File: src/rtl/mod12_wrap_monitor.sv
// mod12_wrap_monitor
//
// Watches the output of a modulo-12 up/down counter and, one cycle later,
// reports what kind of transition it just made: hold, step, wrap or jump.
// Keeps a signed (modulo 2^WRAP_W) tally of up-wraps minus down-wraps, a
// sticky flag for out-of-range samples, and a registered two-digit BCD
// 12-hour display of the current count (count 0 is shown as 12).
//
// Ports:
//   clk      - single clock, rising edge
//   rst      - asynchronous active-low reset
//   count_in - counter output being monitored, legal range 0..11
//   up_down  - counter direction control (0 = up, 1 = down)
//   clr      - synchronous clear of wrap_cnt and err
//   valid    - high once a previous sample exists
//   wrap_up  - one-cycle pulse on an 11 -> 0 wrap while counting up
//   wrap_dn  - one-cycle pulse on a 0 -> 11 wrap while counting down
//   jump     - one-cycle pulse on any other legal non-hold, non-step move
//   wrap_cnt - up-wraps minus down-wraps, modulo 2^WRAP_W
//   err      - sticky out-of-range flag
//   tens     - BCD tens digit of the displayed hour (4'hF when blank)
//   ones     - BCD ones digit of the displayed hour (4'hF when blank)

module mod12_wrap_monitor #(
    parameter int WRAP_W = 8
) (
    input  logic              clk,
    input  logic              rst,
    input  logic [3:0]        count_in,
    input  logic              up_down,
    input  logic              clr,
    output logic              valid,
    output logic              wrap_up,
    output logic              wrap_dn,
    output logic              jump,
    output logic [WRAP_W-1:0] wrap_cnt,
    output logic              err,
    output logic [3:0]        tens,
    output logic [3:0]        ones
);

    localparam logic [WRAP_W-1:0] WRAP_ONE = WRAP_W'(1);

    typedef enum logic {
        IDLE,
        TRACK
    } state_t;

    state_t     state;
    logic [3:0] prev_q;
    logic       dir_q;

    logic       illegal;
    logic       is_hold;
    logic       is_step;
    logic       is_up_wrap;
    logic       is_dn_wrap;
    logic       is_jump;
    logic [3:0] next_tens;
    logic [3:0] next_ones;

    // Transition classification of the pair (prev_q, count_in). dir_q is the
    // direction the counter was told to move when it produced count_in, so
    // it decides which neighbour counts as a step and which end is a wrap.
    // The step conditions guard the ends so that 11->0 and 0->11 never
    // look like steps through 4-bit overflow.
    always_comb begin
        illegal    = (count_in > 4'd11) || (prev_q > 4'd11);
        is_hold    = (count_in == prev_q);
        is_step    = (!dir_q && (prev_q < 4'd11) && (count_in == prev_q + 4'd1)) ||
                     ( dir_q && (prev_q > 4'd0)  && (count_in == prev_q - 4'd1));
        is_up_wrap = !dir_q && (prev_q == 4'd11) && (count_in == 4'd0);
        is_dn_wrap =  dir_q && (prev_q == 4'd0)  && (count_in == 4'd11);
        is_jump    = !illegal && !is_hold && !is_step && !is_up_wrap && !is_dn_wrap;
    end

    // 12-hour display of the current sample; an out-of-range sample blanks
    // both digits.
    always_comb begin
        next_tens = 4'd0;
        next_ones = count_in;
        if (count_in > 4'd11) begin
            next_tens = 4'hF;
            next_ones = 4'hF;
        end else if (count_in == 4'd0) begin
            next_tens = 4'd1;
            next_ones = 4'd2;
        end else if (count_in >= 4'd10) begin
            next_tens = 4'd1;
            next_ones = count_in - 4'd10;
        end
    end

    // Single state register block. IDLE only primes prev_q/dir_q so that the
    // first classified pair is made of two real samples. clr beats a
    // same-cycle wrap on the tally, but an illegal sample beats clr on err.
    always_ff @(posedge clk or negedge rst) begin
        if (!rst) begin
            state    <= IDLE;
            prev_q   <= 4'd0;
            dir_q    <= 1'b0;
            valid    <= 1'b0;
            wrap_up  <= 1'b0;
            wrap_dn  <= 1'b0;
            jump     <= 1'b0;
            wrap_cnt <= '0;
            err      <= 1'b0;
            tens     <= 4'd1;
            ones     <= 4'd2;
        end else begin
            prev_q  <= count_in;
            dir_q   <= up_down;
            valid   <= 1'b1;
            tens    <= next_tens;
            ones    <= next_ones;
            wrap_up <= 1'b0;
            wrap_dn <= 1'b0;
            jump    <= 1'b0;
            case (state)
                IDLE: begin
                    state <= TRACK;
                    if (clr) begin
                        wrap_cnt <= '0;
                        err      <= 1'b0;
                    end
                end
                TRACK: begin
                    wrap_up <= is_up_wrap;
                    wrap_dn <= is_dn_wrap;
                    jump    <= is_jump;
                    if (clr) begin
                        wrap_cnt <= '0;
                    end else if (is_up_wrap) begin
                        wrap_cnt <= wrap_cnt + WRAP_ONE;
                    end else if (is_dn_wrap) begin
                        wrap_cnt <= wrap_cnt - WRAP_ONE;
                    end
                    if (illegal) begin
                        err <= 1'b1;
                    end else if (clr) begin
                        err <= 1'b0;
                    end
                end
                default: begin
                    state <= IDLE;
                end
            endcase
        end
    end

endmodule
File: config.mk
export PLATFORM = sky130hd
export DESIGN_NAME = mod12_wrap_monitor
export DESIGN_NICKNAME = d
export VERILOG_FILES = /design/src/rtl/mod12_wrap_monitor.sv
export SDC_FILE = /design/constraint.sdc
export NUM_CORES = 1
export LEC_CHECK = 0
export ABC_AREA = 1
export ABC_CLOCK_PERIOD_IN_PS = 2100
export CORE_ASPECT_RATIO = 2
export CORE_MARGIN = 4
export CORE_UTILIZATION = 56
export CTS_BUF_LIST = sky130_fd_sc_hd__clkbuf_8
export CTS_CLUSTER_SIZE = 8
export DETAILED_ROUTE_END_ITERATION = 7
export DONT_BUFFER_PORTS = 1
export GPL_TIMING_DRIVEN = 0
export PLACE_DENSITY = 0.77
export SKIP_CTS_REPAIR_TIMING = 1
export SLEW_MARGIN = 10
export SYNTH_ARGS = -nofsm -noshare
export SYNTH_HDL_FRONTEND = slang
export SYNTH_SLANG_ARGS = --single-unit
File: constraint.sdc
create_clock -name clk -period 2.1 [get_ports clk]
set_clock_uncertainty 0.05 [all_clocks]
set_input_delay 0.42 -clock clk [delete_from_list [all_inputs] [get_ports clk]]
set_output_delay 0.42 -clock clk [all_outputs]
set_load 0.02 [all_outputs]
Yosys cells after proc, flatten, opt, wreduce, memory -nomap -nowiden
Index checks and enable logic that the tools add are counted.

word-level totals
  register bits after elaboration = 26
  output and inout bits = 21
  input bits = 8
  logic and storage cells = 68

operators by class
  reduce and logical (&&, ||, !) cells = 23
  add/subtract/negate cells = 5
  $lt $le $gt $ge = 5
  bitwise logic cells = 1
  mux-type cells = 17
  equal/unequal tests = 7

operators with widths
  cell                 number
  $mux 8               4
  $mux 4               4
  $pmux 8 s2           1
  $eq 4x4->1           3
  $logic_and 1x1->1    12
  $add 8x1->8 const B  1
  $eq 4x4->1 const B   2
  $gt 4x4->1 const B   2
  $logic_not 4->1      2
  $sub 8x1->8 const B  1
  $mux 1               7
  $logic_not 1->1      6
  $add 4x1->4 const B  1
  $ge 4x4->1 const B   1
  $gt 4x1->1 const B   1
  $lt 4x4->1 const B   1
  $ne 4x2->1 const B   1
  $sub 4x1->4 const B  1
  $sub 4x4->4 const B  1
  $logic_or 1x1->1     2
  $ne 2x2->1 const B   1
  $pmux 1 s2           1
  $reduce_and 2->1     1
  $not 1->1            1

Logic depth before layout (Yosys ltp)
  depth after elaboration = 9
  gate-level depth with buffers = 15
  mapped depth without buffers = 14

Worst setup path after synthesis
OpenSTA, ideal clock, no wires.

  path kind = flip-flop to flip-flop
  from = reg prev_q[1]
  to = reg wrap_cnt[5]
  required time = 1933 ps
  path buffers = 0
  library setup time = 117 ps
  cell stages (with the launch flop) = 12
  clock period less this slack = 1954 ps
  path slack = 146 ps
  data arrival time = 1786 ps
  cell sequence = dfrtp_1 ha_1 nand2_1 nor2_4 nand2_4 ha_1 nand2_1 inv_1 o21ai_0 nand4_1 nand3_1 nand2_1

between the ends
  word-level cells in the longest chain between the ends = 6
  elaborated cells between the ends (all ways) = 11
  classes of those cells = 2 x eq/ne; 3 x mux; 6 x reduce/logical

RTL lines
  what                            line  text
  start, declared                 50    logic [3:0] prev_q;
  start signal, assigned          111   prev_q <= count_in;
  $eq 4x4->1                      72    is_up_wrap = !dir_q && (prev_q == 4'd11) && (count_in == 4'd0);
  $logic_and 1x1->1 (2 in a row)  72
  $mux 8                          133   end else if (is_up_wrap) begin
  $mux 8                          131   if (clr) begin
  $pmux 8 s2                      119   case (state)
  end signal, assigned            134   wrap_cnt <= wrap_cnt + WRAP_ONE;
  end signal, assigned            136   wrap_cnt <= wrap_cnt - WRAP_ONE;
  end, declared                   36    output logic [WRAP_W-1:0] wrap_cnt,

Parallel ways exist; a longest one is shown, timed or not.
A chain may end at the register's enable or synchronous reset.

Worst setup path in the final report
  from = reg prev_q[1]
  to = reg wrap_cnt[6]

The elaborated chain is that of the path after synthesis.

==> metrics <==
Synth Area in Adders 8.58%; leakage 0.000937 µW; Post-synth ARST share 100%; DRT Wirelength 3.61 mm; CTS HTree Levels 1; setup TNS 0 ns; first-pass GRT wire length 5.75 mm; CTS root buf clkbuf_8; Overall Global Routing Usage 21.2%; Buffers on Ports 0; HP Start count_in[1]; Synth Warn # 0; Die Span Y 82.3 µm; Num CTS Buffers 3; number of flops mapped to enable cells by yosys 0; P per Cell Area 518 mW/mm²; vias 1324; Cell Area, Placed 0.00158 mm²; Ant. Diodes 0; fraction of layout cells with a size suffix above 1 21.7%; Area growth, synth to finish 15.0%; CP Launch Point prev_q[1]; Netlist cell types 28; Pre-antenna DRT Iters 5; worst skew pair latency 0.28 ns; Fmax 506 MHz; largest area contributor in the netlist dfrtp_1; Final Non-Filler Cells 235; dpl cells 224; CTS max path bufs 2; nets 226; die area 0.00372 mm²; status finished, final reports clean; vias per cell 5.63; xor and xnor area share after synthesis 4.53%; final period utilization 94.0%; Core Region 0.00260 mm²; commonest cells after routing, fill and taps aside nand2_1 (55), inv_1 (24), dfrtp_1 (21); syn_nets 214; CTS tree built; most common library cell in the layout ignoring fill and taps nand2_1; post-DR wirelength/cell 15.3 µm; largest family of logic cells by synthesized area simple AND/OR/NAND/NOR gates; peak supply drop 0.510 mV; Final Util 68.4%; Area contributors post-synth dfrtp_1 (36%), nand2_1 (14%), ha_1 (7.3%); initial antenna violation count 0; post-synth top area share 35.6%; dpl hpwl 2.67 mm; post-synthesis mux area share 0%; Min-Delay Path Class in2reg; crit end category register; largest net degree at the start of global routing 25; final hold slack 0.109 ns; DIE WIDTH 45.2 µm; Post-Layout Inst Area 0.00178 mm²; Yosys reg bits 24; # rows 26; Residual DRC 0; compound-gate portion of the synthesized area 5.74%; GPL Wtd Cong 0.887; I/O pin count 29; CP max FO 8; fin crit period 1.97 ns; vias in the first global route 1329; Synth Flop Type dfrtp_1; critical path required time 2.22 ns; r2r startpoint prev_q[1]; 1st-iter DRT viols 51; Initial Utilization 59.4%; post-synthesis sequential area ratio 39.0%; Hold Violations, Final 0; CTS clock-pin slew for the worst setup and hold paths 0.09 ns; CP Class reg2reg; crit path DAT 2.10 ns; fill count 213; Max-Cap Viols 0; Synth Area in Simple Gates 32.6%; Max Slew Vio Count 0; final setup fails 0; post-route antenna net violation count 0; FF-to-FF setup slack 0.13 ns; grt total ovfl 0; Synth Cell Area 0.00155 mm²; critical path launch point type register; Post-Synthesis Cells 196; syn avg cell area 7.89 µm²; Num Clock Sinks 24
==> per-stage QoR <==
step | setup WS (ns) | total power, µW
after global placement | -0.105 | 613
after floorplan | 0.146 | 597
after detailed placement | -0.146 | 618
after CTS | -0.162 | 899
after global routing | -0.00501 | 962
final | 0.125 | 922
==> final timing paths <==
kind / cells after the start / end
worst max register to register: 12 / wrap_cnt[6]
min in group asynchronous: 2 / state
max in group asynchronous: 2 / ones[1]
worst min-delay path: 0 / prev_q[1]
worst max-delay path: 12 / wrap_cnt[6]
worst min register to register: 1 / err
==> Yosys cell counts (3+ instances only) <==
library cell,instances
nand4_1,4
xnor2_1,5
xor2_1,3
inv_2,4
inv_1,25
nand3_1,16
a21oi_1,7
nand2_4,3
o21ai_0,4
nand2_1,56
o21ai_1,5
ha_1,9
nor2_1,11
nor2_4,3
dfrtp_1,22
nand2_2,5
==> power breakdown <==
part | switching [µW] | internal, µW | total [µW] | leakage, µW
logic | 72.2 | 45.1 | 117 | 0.000608
clock network | 157 | 131 | 289 | 0.0000269
registers | 33.5 | 483 | 516 | 0.000302
total | 263 | 659 | 922 | 0.000937
==> layer usage <==
metal	share of wire [%]	vias to the layer above	wire length, µm	GRT usage (%)
met1	31	617	1130	19.0
li1	-	636	-	-
met5	0	-	0	0
met3	5.4	13	194	3.90
met4	3.9	0	139	10.9
met2	59	58	2140	41.5
==> final cells by class <==
type / instances / area [µm²] / area share [%]
inverters: 30 / 118 / 6.61
well taps: 28 / 35.0 / 1.97
clock inverters: 1 / 3.75 / 0.211
multi-input cells: 139 / 883 / 49.6
clock buffers: 3 / 41.3 / 2.32
plain buffers: 3 / 26.3 / 1.48
flip-flops and latches: 24 / 604 / 34.0
repair buffers: 7 / 67.6 / 3.80
==> registers in the layout, indices dropped and copies added, names as in the netlist <==
name / flops
wrap_cnt: 8
ones: 4
prev_q: 4
tens: 2
dir_q: 1
err: 1
jump: 1
state: 1
wrap_dn: 1
wrap_up: 1
==> critical path, cell delays in order (launching register included) <==
cell     delay [ns]
dfrtp_2        0.46
ha_4           0.18
nand2_2        0.08
nor2_4         0.05
nand2_4        0.15
inv_2          0.06
fa_2           0.37
inv_2          0.07
nand4_1        0.11
nand3_1        0.09
nand2_1        0.05
nand3_1        0.07
nand2_1        0.06
==> cells by family after synthesis <==
group / count (synthesis)
AOI/OAI and AO/OA: 17
xor gates and xnor gates: 8
adders and majority gates: 10
buffers and inverters: 33
DFF: 24
other: 1
and+or+nand+nor: 103
No activity file was read; power rests on OpenSTA's default activity.
